==> src/rtl/div_ctrl_pkg.sv <==
// Shared types for the div_ctrl clock divider: FSM state encoding and the
// {div, duty} configuration record exchanged between the top and div_ctrl_cfg.
package div_ctrl_pkg;

  // Config fields are stored at this fixed width; CNT_W must not exceed it.
  localparam int CNT_W_MAX = 16;

  typedef enum logic [1:0] {
    IDLE     = 2'd0,
    RUN      = 2'd1,
    STOPPING = 2'd2
  } state_e;

  typedef struct packed {
    logic [CNT_W_MAX-1:0] div;
    logic [CNT_W_MAX-1:0] duty;
  } cfg_t;

  function automatic logic cfg_is_valid(input cfg_t c);
    return (c.div >= CNT_W_MAX'(2)) && (c.duty <= c.div);
  endfunction

endpackage

==> src/rtl/div_ctrl_cfg.sv <==
// Configuration front end for div_ctrl: validates requests, applies them at
// once in IDLE or parks them in a pending register until the period wraps.
module div_ctrl_cfg
  import div_ctrl_pkg::*;
#(
  parameter int CNT_W    = 8,
  parameter int DEF_DIV  = 16,
  parameter int DEF_DUTY = 4
) (
  input  logic             clk,
  input  logic             rst,
  input  logic             cfg_valid_i,
  input  logic [CNT_W-1:0] cfg_div_i,
  input  logic [CNT_W-1:0] cfg_duty_i,
  input  logic             idle_i,
  input  logic             wrap_i,
  output logic             cfg_ready_o,
  output logic             cfg_err_o,
  output cfg_t             act_o
);

  // Handshake: a request transfers on any cycle with cfg_valid_i && cfg_ready_o;
  // cfg_ready_o never depends on cfg_valid_i, and drops only while a pending
  // config waits for the end of the current period.
  cfg_t req;
  cfg_t act_q, act_d;
  cfg_t pend_q, pend_d;
  logic pend_v_q, pend_v_d;
  logic ready_q, ready_d;
  logic err_q, err_d;
  logic accept;
  logic req_ok;

  always_comb begin
    req = '0;
    req.div[CNT_W-1:0]  = cfg_div_i;
    req.duty[CNT_W-1:0] = cfg_duty_i;
  end

  assign accept = cfg_valid_i && ready_q;
  assign req_ok = cfg_is_valid(req);

  always_comb begin
    act_d    = act_q;
    pend_d   = pend_q;
    pend_v_d = pend_v_q;
    ready_d  = ready_q;
    err_d    = accept && !req_ok;
    if (pend_v_q && wrap_i) begin
      act_d    = pend_q;
      pend_v_d = 1'b0;
      ready_d  = 1'b1;
    end
    if (accept && req_ok) begin
      if (idle_i) begin
        act_d = req;
      end else begin
        pend_d   = req;
        pend_v_d = 1'b1;
        ready_d  = 1'b0;
      end
    end
  end

  always_ff @(posedge clk or posedge rst) begin
    if (rst) begin
      act_q    <= '{div: CNT_W_MAX'(DEF_DIV), duty: CNT_W_MAX'(DEF_DUTY)};
      pend_q   <= '0;
      pend_v_q <= 1'b0;
      ready_q  <= 1'b1;
      err_q    <= 1'b0;
    end else begin
      act_q    <= act_d;
      pend_q   <= pend_d;
      pend_v_q <= pend_v_d;
      ready_q  <= ready_d;
      err_q    <= err_d;
    end
  end

  assign cfg_ready_o = ready_q;
  assign cfg_err_o   = err_q;
  assign act_o       = act_q;

endmodule

==> src/rtl/div_ctrl.sv <==
// Programmable clock divider with run/stop control and registered outputs.
// Optional macro DIV_CTRL_PERIOD_CNT_EN adds a saturating 16-bit period counter.
module div_ctrl
  import div_ctrl_pkg::*;
#(
  parameter int CNT_W    = 8,
  parameter int DEF_DIV  = 16,
  parameter int DEF_DUTY = 4
) (
  input  logic             clk,
  input  logic             rst,
  input  logic             start,
  input  logic             stop,
  input  logic             cfg_valid,
  output logic             cfg_ready,
  input  logic [CNT_W-1:0] cfg_div,
  input  logic [CNT_W-1:0] cfg_duty,
  output logic             cfg_err,
  output logic             clk_div,
  output logic             tick,
  output logic             busy,
`ifdef DIV_CTRL_PERIOD_CNT_EN
  output logic [15:0]      period_cnt,
`endif
  output state_e           dbg_state
);

  state_e               state_q, state_d;
  logic [CNT_W-1:0]     cnt_q, cnt_d;
  logic                 clk_div_q, clk_div_d;
  logic                 tick_q, tick_d;
  logic [CNT_W_MAX-1:0] cnt_ext;
  logic                 active;
  logic                 at_end;
  cfg_t                 act;

  div_ctrl_cfg #(
    .CNT_W   (CNT_W),
    .DEF_DIV (DEF_DIV),
    .DEF_DUTY(DEF_DUTY)
  ) u_cfg (
    .clk        (clk),
    .rst        (rst),
    .cfg_valid_i(cfg_valid),
    .cfg_div_i  (cfg_div),
    .cfg_duty_i (cfg_duty),
    .idle_i     (state_q == IDLE),
    .wrap_i     (at_end),
    .cfg_ready_o(cfg_ready),
    .cfg_err_o  (cfg_err),
    .act_o      (act)
  );

  assign cnt_ext = CNT_W_MAX'(cnt_q);
  assign active  = (state_q != IDLE);
  // Every exit from the last count (wrap, stop-to-idle) returns cnt to 0.
  assign at_end  = active && (cnt_ext == act.div - CNT_W_MAX'(1));

  always_comb begin
    state_d = state_q;
    cnt_d   = at_end ? '0 : cnt_q + CNT_W'(1);
    case (state_q)
      IDLE: begin
        cnt_d = '0;
        if (start && !stop) state_d = RUN;
      end
      RUN: begin
        if (stop) state_d = STOPPING;
      end
      STOPPING: begin
        if (start)       state_d = RUN;
        else if (at_end) state_d = IDLE;
      end
      default: begin
        state_d = IDLE;
        cnt_d   = '0;
      end
    endcase
    clk_div_d = active && (state_d != IDLE) && (cnt_ext < act.duty);
    tick_d    = active && (cnt_q == '0);
  end

  always_ff @(posedge clk or posedge rst) begin
    if (rst) begin
      state_q   <= IDLE;
      cnt_q     <= '0;
      clk_div_q <= 1'b0;
      tick_q    <= 1'b0;
    end else begin
      state_q   <= state_d;
      cnt_q     <= cnt_d;
      clk_div_q <= clk_div_d;
      tick_q    <= tick_d;
    end
  end

  assign clk_div   = clk_div_q;
  assign tick      = tick_q;
  assign busy      = active;
  assign dbg_state = state_q;

`ifdef DIV_CTRL_PERIOD_CNT_EN
  logic [15:0] pcnt_q;

  always_ff @(posedge clk or posedge rst) begin
    if (rst) begin
      pcnt_q <= '0;
    end else if ((state_q == IDLE) && (state_d == RUN)) begin
      pcnt_q <= '0;
    end else if (tick_q && (pcnt_q != 16'hFFFF)) begin
      pcnt_q <= pcnt_q + 16'd1;
    end
  end

  assign period_cnt = pcnt_q;
`endif

endmodule
==> config.mk <==
export PLATFORM = sky130hd
export DESIGN_NAME = div_ctrl
export DESIGN_NICKNAME = d
export VERILOG_FILES = /design/src/rtl/div_ctrl_pkg.sv /design/src/rtl/div_ctrl_cfg.sv /design/src/rtl/div_ctrl.sv
export SDC_FILE = /design/constraint.sdc
export NUM_CORES = 1
export LEC_CHECK = 0
export ABC_AREA = 1
export BUFFER_PORTS_ARGS = -buffer_cell sky130_fd_sc_hd__buf_2
export CORE_MARGIN = 2
export CORE_UTILIZATION = 60
export CTS_CLUSTER_DIAMETER = 50
export DETAILED_ROUTE_END_ITERATION = 16
export PLACE_DENSITY = 0.92
export SLEW_MARGIN = 20
export SYNTH_ARGS = -nofsm -noshare
export SYNTH_HDL_FRONTEND = slang
export SYNTH_SLANG_ARGS = --single-unit
==> constraint.sdc <==
create_clock -name clk -period 2.2 [get_ports clk]
set_input_delay 0.11 -clock clk [delete_from_list [all_inputs] [get_ports clk]]
set_output_delay 0.11 -clock clk [all_outputs]
set_load 0.05 [all_outputs]
Yosys cells after proc, flatten, opt, wreduce, memory -nomap -nowiden:

Cells that the tools add are included.

* magnitude comparators: 3
* mux-type cells: 16
* reductions and logical operators: 18
* bitwise logic cells: 1
* equality and inequality tests: 3
* add/sub/neg operators: 2

Operators with widths (count)
* 2-to-1 mux 32 bit: 3
* == test 8 x 16 -> 1 bit: 1
* less-than comparator 8 x 16 -> 1 bit: 1
* 2-to-1 mux 8 bit: 2
* subtractor 16 x 1 -> 16 bit (second input constant): 1
* logical AND 1 bit: 10
* adder 8 x 1 -> 8 bit (second input constant): 1
* greater-or-equal comparator 8 x 2 -> 1 bit (second input constant): 1
* less-or-equal comparator 8 bit: 1
* logical NOT 8 bit: 1
* 2-to-1 mux 2 bit: 4
* 2-to-1 mux 1 bit: 6
* case mux 2 bit (3 select lines): 1
* nonzero test 2 bit: 2
* == test 2 x 1 -> 1 bit (second input constant): 1
* == test 2 bit (second input constant): 1
* logical NOT 1 bit: 2
* logical NOT 2 bit: 1
* AND reduction 2 bit: 1
* OR reduction 2 bit: 1
* inverter 1 bit: 1

* output and inout bits: 7
* register bits: 63
* input bits: 21
* word-level logic and storage cells: 54

Logic depth before layout (Yosys ltp):

Gate-level depths: netlist of run 1.

* depth after elaboration: 9
* gate-level depth with buffers: 19
* gate-level depth less buffers: 19

Cells and area by module:

A second synthesis of run 1 with hierarchy kept.

* cells, all modules: 528
* area total of the unflattened synthesis: 4145.2 um^2

Modules (own cells, without submodules)
* div_ctrl_cfg: instances 1, area each 2615.0 um^2, sequential area each 1280.0 um^2, cells each 280
* div_ctrl: instances 1, area each 1530.2 um^2, sequential area each 300.3 um^2, cells each 248

Least setup slack after synthesis of run 1:

OpenSTA, ideal clock, no wires.

* kind: register to register
* from: reg state_q[0], in the netlist dbg_state[0]
* to: reg u_cfg.act_q, in the netlist u_cfg.act_o[21]
* required time: 2.127 ns
* library setup time: 0.073 ns
* buffers on the path: 1
* path slack: -0.509 ns
* arrival: 2.635 ns
* clock period less this slack: 2.709 ns
* cell stages (with the launch flop): 15
* path through: dfrtp_1 inv_1 ha_1 inv_1 o21ai_0 nor3_1 nand2_1 nor2_1 nand2_1 nor2_2 nand4_4 clkinv_2 buf_8 a21oi_2 a21oi_2

RTL lines
* start, declared: line div_ctrl.sv:28 `state_e state_q, state_d;`
* start signal, assigned: line div_ctrl.sv:90 `state_q <= state_d;`
* end signal, assigned: line div_ctrl_cfg.sv:67 `act_q <= '{div: CNT_W_MAX'(DEF_DIV), duty: CNT_W_MAX'(DEF_DUTY)};`
* end signal, assigned: line div_ctrl_cfg.sv:73 `act_q <= act_d;`
* end, declared: line div_ctrl_cfg.sv:26 `cfg_t act_q, act_d;`

==> results of run 1 <==
flip-flops by register name (all words and copies together), names as in the netlist:
signal	count
u_cfg.cfg_ready_o	1
u_cfg.act_o	32
dbg_state	2
u_cfg.pend_q	16
tick	1
u_cfg.cfg_err_o	1
cnt_q	8
u_cfg.pend_v_q	1
clk_div	1
layout make-up:
class                   instances  area [sq um]  area share
clock buffers                  10           138      0.0305
clock inverters                 6          92.6      0.0205
inverters                      67           268      0.0594
multi-input cells             336          1890       0.420
flip-flops and latches         63          1580       0.351
well taps                      75          93.8      0.0208
repair buffers                 58           438      0.0972
cell usage after synthesis, drive strengths merged (5+ instances only):
library cell | instances | area, sq um
nand2 | 140 | 528
nor2 | 68 | 275
inv | 66 | 248
dfrtp | 60 | 1500
a21oi | 36 | 210
ha | 22 | 275
o21ai | 20 | 100
nand3 | 19 | 100
buf | 6 | 40.0
clkbuf | 6 | 22.5
nor3 | 6 | 41.3
xor2 | 5 | 43.8
power groups by stage:
| stage | Clock [mW] | Combinational [mW] | Sequential (mW) |
|---|---|---|---|
| 6_report | 1.20 | 0.834 | 1.25 |
| 5_1_grt | 1.23 | 0.893 | 1.26 |
| 3_5_place_dp | 0 | 0.663 | 1.29 |
| 3_3_place_gp | 0 | 0.634 | 1.29 |
| 4_1_cts | 1.18 | 0.722 | 1.25 |
| 2_1_floorplan | 0 | 0.367 | 1.38 |
cells by family (layout without fill, tap and decap cells):
group | count (synthesis) | after routing | synth area share
AO/OA/AOI/OAI | 66 | 66 | 0.110
XOR/XNOR | 5 | 5 | 0.0120
buffers and inverters | 79 | 141 | 0.0867
flip-flops | 63 | 63 | 0.434
adder cells (fa/ha/maj) | 22 | 22 | 0.0757
AND/OR/NAND/NOR | 243 | 243 | 0.281
stage by stage:
step,instances,area (sq um),setup TNS (ns),utilization
after CTS,615,4410,0,0.749
after detailed placement,578,3930,-1.88,0.667
final,615,4510,-1.97,0.766
after global placement,578,3930,-0.00253,0.667
after floorplan,478,3660,-0.130,-
after global routing,615,4510,-3.81,0.766
critical path: stages (launching register included):
cell	delay (ns)
dfrtp_1	0.41
inv_2	0.11
ha_4	0.16
inv_1	0.04
nand2_1	0.08
nand2_1	0.07
nand2_1	0.06
nand2_1	0.07
inv_1	0.08
nand2_1	0.10
nor2_2	0.12
nand2_2	0.08
nor2_4	0.14
nand4_4	0.22
clkinv_8	0.13
buf_6	0.11
buf_6	0.09
a21oi_2	0.06
a21oi_1	0.18
layer usage:
layer,share of wire,GRT usage
met4,0.066,0.203
met2,0.49,0.595
met3,0.087,0.0714
met1,0.35,0.414
met5,0,0
path summary, 6_finish.rpt:
path,startpoint,to,slack [ns]
max in group asynchronous,rst,u_cfg.act_o[2],1.52
setup reg to reg,u_cfg.act_o[17],u_cfg.act_o[4],-0.19
setup / recovery,u_cfg.act_o[17],u_cfg.act_o[4],-0.19
hold / removal,cfg_duty[2],u_cfg.pend_q[2],-0.009
hold reg to reg,u_cfg.act_o[31],u_cfg.act_o[31],0.50
min in group asynchronous,rst,u_cfg.act_o[10],0.35
timing repair:
item                                    4_1_cts  5_1_grt
cloned                                        1        0
setup buffers                                14        2
endpoints found under the hold margin        65        0
resized for setup                            18       38
hold buffers                                  6        0
endpoints found under the setup margin       35       35
pin swaps                                     4       17
==> metrics.md, run 1 <==
| Metric | Value |
|---|---|
| Status | `complete, but fails checks` |
| Failing checks | `negative hold slack, negative setup slack` |
| Critical Path Start Type | `flop` |
| CP Data Required Time | `2.47 ns` |
| Mapped Area | `3640 sq um` |
| IO Pins | `28` |
| Commonest non-fill, non-tap cell in the layout | `nand2_1` |
| Relative slew slack | `0.503` |
| Unrepaired setup endpoints after global routing | `true` |
| Initial DRC Count | `441` |
| Post-route clock skew | `0.00674 ns` |
| Power Total | `3.28 mW` |
| Pwr per Cell Area | `729 nW/um^2` |
| Reg clk slew, reported paths | `0.08 ns` |
| Arrival @ worst endpoint | `2.66 ns` |
| Final setup viols | `21` |
| Comb power frac | `0.254` |
| #FFs+latches synth | `63` |
| Layout area overhead | `23.8%` |
| Routed WL | `11500 um` |
| Routed vias | `3731` |
| Worst-Skew Late Latency | `0.36 ns` |
| Core area | `5890 sq um` |
| Pin count of the biggest net entering global routing | `64` |
| Layout fillers | `341` |
| Fin crit period | `2.39 ns` |
| CTS buffer count | `9` |
| Synth Net Count | `521` |
| Clock Path Buffers | `2` |
| Antenna Violating Nets Remaining | `0` |
| Worst hold path class | `input port to flop` |
| Sequential Power Share | `0.382` |
| P_leak | `2.43 nW` |
| Crit. End Element | `flop` |
| Die area | `6700 sq um` |
| Die Y | `81.9 um` |
| Overflow after GRT | `0` |
| Final Cycle Share | `1.09` |
| Pint | `2.16 mW` |
| First-pass GRT wire length | `17400 um` |
| Hold Path Stages | `3` |
| Synth cell types | `34` |
| Max cap viols | `0` |
| Peak supply drop | `0.663 mV` |
| EDFF count, synth | `0` |
| Chip width | `81.9 um` |
| Routed WL per cell | `18.7 um` |
| Clock Tree Root | `clkbuf_8` |
| Hold_ws | `-0.00934 ns` |
| Pre-antenna DRT Iters | `7` |
| Yosys warns | `0` |
| Commonest non-fill, non-tap cells in the layout | `nand2_1, inv_1, dfrtp_1` |
| Initial Util | `0.618` |
| RePlAce Congestion | `0.916` |
| Cell Rows | `28` |
| Final WS setup | `-0.190 ns` |
| Clock power frac | `0.364` |
| ANT cells | `0` |
| Count of final hold-check violations | `1` |
| Worst Reg-to-Reg Cells | `18` |
| Initial antenna violation count | `0` |
| Buffers on Ports | `27` |
| DR DRC count | `0` |
| CTS tree | `built` |
| Total Nets Final | `578` |
| Setup WS pre-CTS | `-0.0905 ns` |
| Top FF cell, synth | `dfrtp_1` |
| Setup Crit Path Kind | `flop to flop` |
| H-tree depth | `3` |
| Post-Synthesis Cells | `478` |
| HPWL after DPL | `6150 um` |
| Clock sinks | `63` |
| Synth async-reset ratio | `1.00` |
| Syn_area_per_cell | `7.61 sq um` |
| Drt via density | `6.07` |
| Layout cells sized above 1 | `0.243` |
| Vias in the first global route | `3700` |
| Sequential cell area fraction in the yosys report | `0.434` |
| CP Max Fanout | `5` |
| Switching Share | `0.343` |
| Worst Tran Pin Value | `0.745 ns` |
| Sw power | `1.13 mW` |
| Final Max Tran Viols | `0` |
| F_max | `418 MHz` |
| Global Route Usage Sum | `0.352` |
Note: power is estimated with default switching activity, not from simulation.
==> run 2: changes to the inputs <==
--- a/config.mk
+++ b/config.mk
@@ -11,6 +11,7 @@
 export CORE_UTILIZATION = 60
 export CTS_CLUSTER_DIAMETER = 50
 export DETAILED_ROUTE_END_ITERATION = 16
+export GPL_TIMING_DRIVEN = 0
 export PLACE_DENSITY = 0.92
 export SLEW_MARGIN = 20
 export SYNTH_ARGS = -nofsm -noshare
==> constraint.sdc (replaced) <==
create_clock -name clk -period 2.91 [get_ports clk]
set_input_delay 0.1455 -clock clk [delete_from_list [all_inputs] [get_ports clk]]
set_output_delay 0.1455 -clock clk [all_outputs]
set_load 0.05 [all_outputs]
==> run 2 against run 1 <==
Largest cell class unchanged. Wire length shrank 18%. Count of clock-buffer cells in the layout shrank 1. Highest routed layer unchanged. Critical endpoint is now u_cfg.act_o[21]. Cell count decreased by 2.8%. Utilization decreased by 6.3 points. Hold slack gained 0.035 ns. The run now ends clean. Sequential cell count is the same. Critical path type unchanged. Sequential power fell by 23%. Setup slack improved by 0.38 ns. Sequential share of layout area up 3.2 points. Final area shrank 8.3%.
==> metrics.md, run 2 (same netlist as run 1, synthesis figures left out) <==
| Metric | Value |
|---|---|
| Layout area overhead | `13.6%` |
| Vias in the first global route | `3308 (-11%)` |
| CTS tree | `built` |
| Crit. End Element | `flop` |
| Total Nets Final | `561 (-2.9%)` |
| RR Startpoint | `dbg_state[0]` |
| Hold Crit Start | `cfg_duty[3]` |
| Final Max Tran Viols | `0 (unchanged)` |
| Count of final hold-check violations | `0 (-1)` |
| Max cap viols | `0 (unchanged)` |
| Switching Share | `0.339 (-0.00466)` |
| Setup Crit Path Kind | `flop to flop` |
| P_leak | `2.32 nW (-4.4%)` |
| Die area | `6700 sq um (unchanged)` |
| DR DRC count | `0 (unchanged)` |
| Reg clk slew, reported paths | `0.08 ns (about the same)` |
| Worst Tran Pin Value | `0.608 ns (-0.137 ns)` |
| CP Data Required Time | `3.19 ns (+0.72 ns)` |
| Commonest non-fill, non-tap cells in the layout | `nand2_1, inv_1, nor2_1` |
| Final setup viols | `0 (-100%)` |
| Routed WL per cell | `15.9 um (-15%)` |
| Buffers on Ports | `27 (unchanged)` |
| Routed WL | `9490 um (-18%)` |
| Chip width | `81.9 um (unchanged)` |
| F_max | `367 MHz (-12%)` |
| Initial antenna violation count | `0 (unchanged)` |
| Worst hold path class | `input port to flop` |
| Critical Path Start Type | `flop` |
| CTS buffer count | `9 (unchanged)` |
| Clock Tree Root | `clkbuf_8` |
| Commonest non-fill, non-tap cell in the layout | `nand2_1` |
| Pre-antenna DRT Iters | `6 (-1)` |
| Sw power | `0.787 mW (-30%)` |
| Relative slew slack | `0.594 (+0.0920)` |
| Register-to-register setup slack | `0.18 ns (+0.38 ns)` |
| Sequential Power Share | `0.414 (+0.032)` |
| ANT cells | `0 (unchanged)` |
| Worst Reg-to-Reg Cells | `14 (-4)` |
| Pin count of the biggest net entering global routing | `46 (-28%)` |
| Worst-Skew Late Latency | `0.36 ns (about the same)` |
| Overflow after GRT | `0 (unchanged)` |
| HPWL after DPL | `6450 um (+4.8%)` |
| IO Pins | `28 (unchanged)` |
| Clock power frac | `0.382 (+0.018)` |
| Clock Path Buffers | `2 (unchanged)` |
| Initial DRC Count | `246 (-44%)` |
| Post-CTS Setup Bufs | `0 (-14)` |
| Hold_ws | `0.0254 ns (+0.0347 ns)` |
| Total negative slack | `0 ns (+1.97 ns)` |
| Final Cycle Share | `0.936 (-0.150)` |
| Post-route clock skew | `0.00913 ns (+0.00239 ns)` |
| Status | `finished, final reports clean` |
| RePlAce Congestion | `0.874 (-4.5%)` |
| Worst R2R End | `u_cfg.act_o[21]` |
| H-tree depth | `3 (unchanged)` |
| Fin util | `0.702 (-0.0634)` |
| Die Y | `81.9 um (unchanged)` |
| Layout cells sized above 1 | `0.153 (-0.0896)` |
| Unrepaired setup endpoints after global routing | `false` |
| Pwr per Cell Area | `562 nW/um^2 (-23%)` |
| Worst Hold Endpoint | `u_cfg.pend_q[3]` |
| CP Max Fanout | `10 (+5)` |
| Global Route Usage Sum | `0.307 (-0.0441)` |
| Largest register FFs | `32 (unchanged)` |
| Routed vias | `3417 (-8.4%)` |
| Initial Util | `0.618 (unchanged)` |
| Pint | `1.54 mW (-29%)` |
| Antenna Violating Nets Remaining | `0 (unchanged)` |
| Fin crit period | `2.73 ns (+0.335 ns)` |
| Peak supply drop | `0.578 mV (-13%)` |
| Drt via density | `5.71 (-5.8%)` |
| Clock sinks | `63 (unchanged)` |
| Arrival @ worst endpoint | `3.01 ns (+0.35 ns)` |
| Cell Rows | `28 (unchanged)` |
| Core area | `5890 sq um (unchanged)` |
| Comb power frac | `0.204 (-0.050)` |
| Hold Path Stages | `3 (unchanged)` |
| First-pass GRT wire length | `15300 um (-12%)` |
run 2: critical path, cell delays in order (launching register included):
cell and delay, ns:
dfrtp_2 0.43, inv_1 0.09, ha_1 0.28, inv_1 0.23
o21ai_0 0.17, nor3_1 0.23, nand2_1 0.08, nor2_1 0.11
nand2_1 0.08, nor2_2 0.14, nand4_4 0.21, inv_4 0.19
buf_8 0.16, a21oi_2 0.07, a21oi_2 0.16
run 2: worst max-delay path by stage:
stage                       startpoint  slack [ns]               to  cells after the start
after floorplan           dbg_state[0]        0.20  u_cfg.act_o[21]                     14
after global placement    dbg_state[0]        0.43  u_cfg.act_o[19]                     14
after detailed placement  dbg_state[0]        0.32  u_cfg.act_o[21]                     13
after CTS                 dbg_state[0]        0.23  u_cfg.act_o[21]                     14
after global routing      dbg_state[0]        0.03  u_cfg.act_o[21]                     14
final                     dbg_state[0]        0.18  u_cfg.act_o[21]                     14
run 2: layout make-up:
cell class | count | area (sq um)
tap | 75 | 93.8
fill | 446 | 1750
clock buffer | 9 | 124
buffer | 12 | 63.8
inverter | 67 | 256
timing repair buffer | 29 | 165
multi-input combinational | 336 | 1740
sequential | 63 | 1580
clock inverter | 7 | 104
run 2: layer usage:
metal  track usage  vias to the layer above  part of all wire
met3        0.0659                       32             0.066
met4         0.133                        0             0.035
met2         0.512                      171              0.51
met5             0                        -                 0
met1         0.386                     1627              0.39
li1              -                     1587                 -
run 2: power by group through the flow:
| stage | Combinational [mW] | Clock (mW) | Sequential (mW) |
|---|---|---|---|
| global route | 0.532 | 0.920 | 0.965 |
| CTS | 0.474 | 0.883 | 0.957 |
| detailed placement | 0.465 | 0 | 0.973 |
| finish | 0.475 | 0.887 | 0.962 |
| global placement | 0.444 | 0 | 0.967 |
| floorplan | 0.252 | 0 | 1.04 |
run 2: through the flow:
step	power, mW	cells	cell area [sq um]	setup WS [ns]
floorplan	1.29	478	3640	0.201
global placement	1.41	580	3870	0.432
detailed placement	1.44	581	3890	0.315
CTS	2.31	598	4130	0.225
global route	2.42	598	4130	0.0265
finish	2.32	598	4130	0.185
run 2: repair_timing:
item                                    in CTS  in global routing
gates resized for setup                      0                  5
endpoints found under the setup margin       0                 15
hold buffers                                 1                  0
hold endpoints to repair                    18                  0
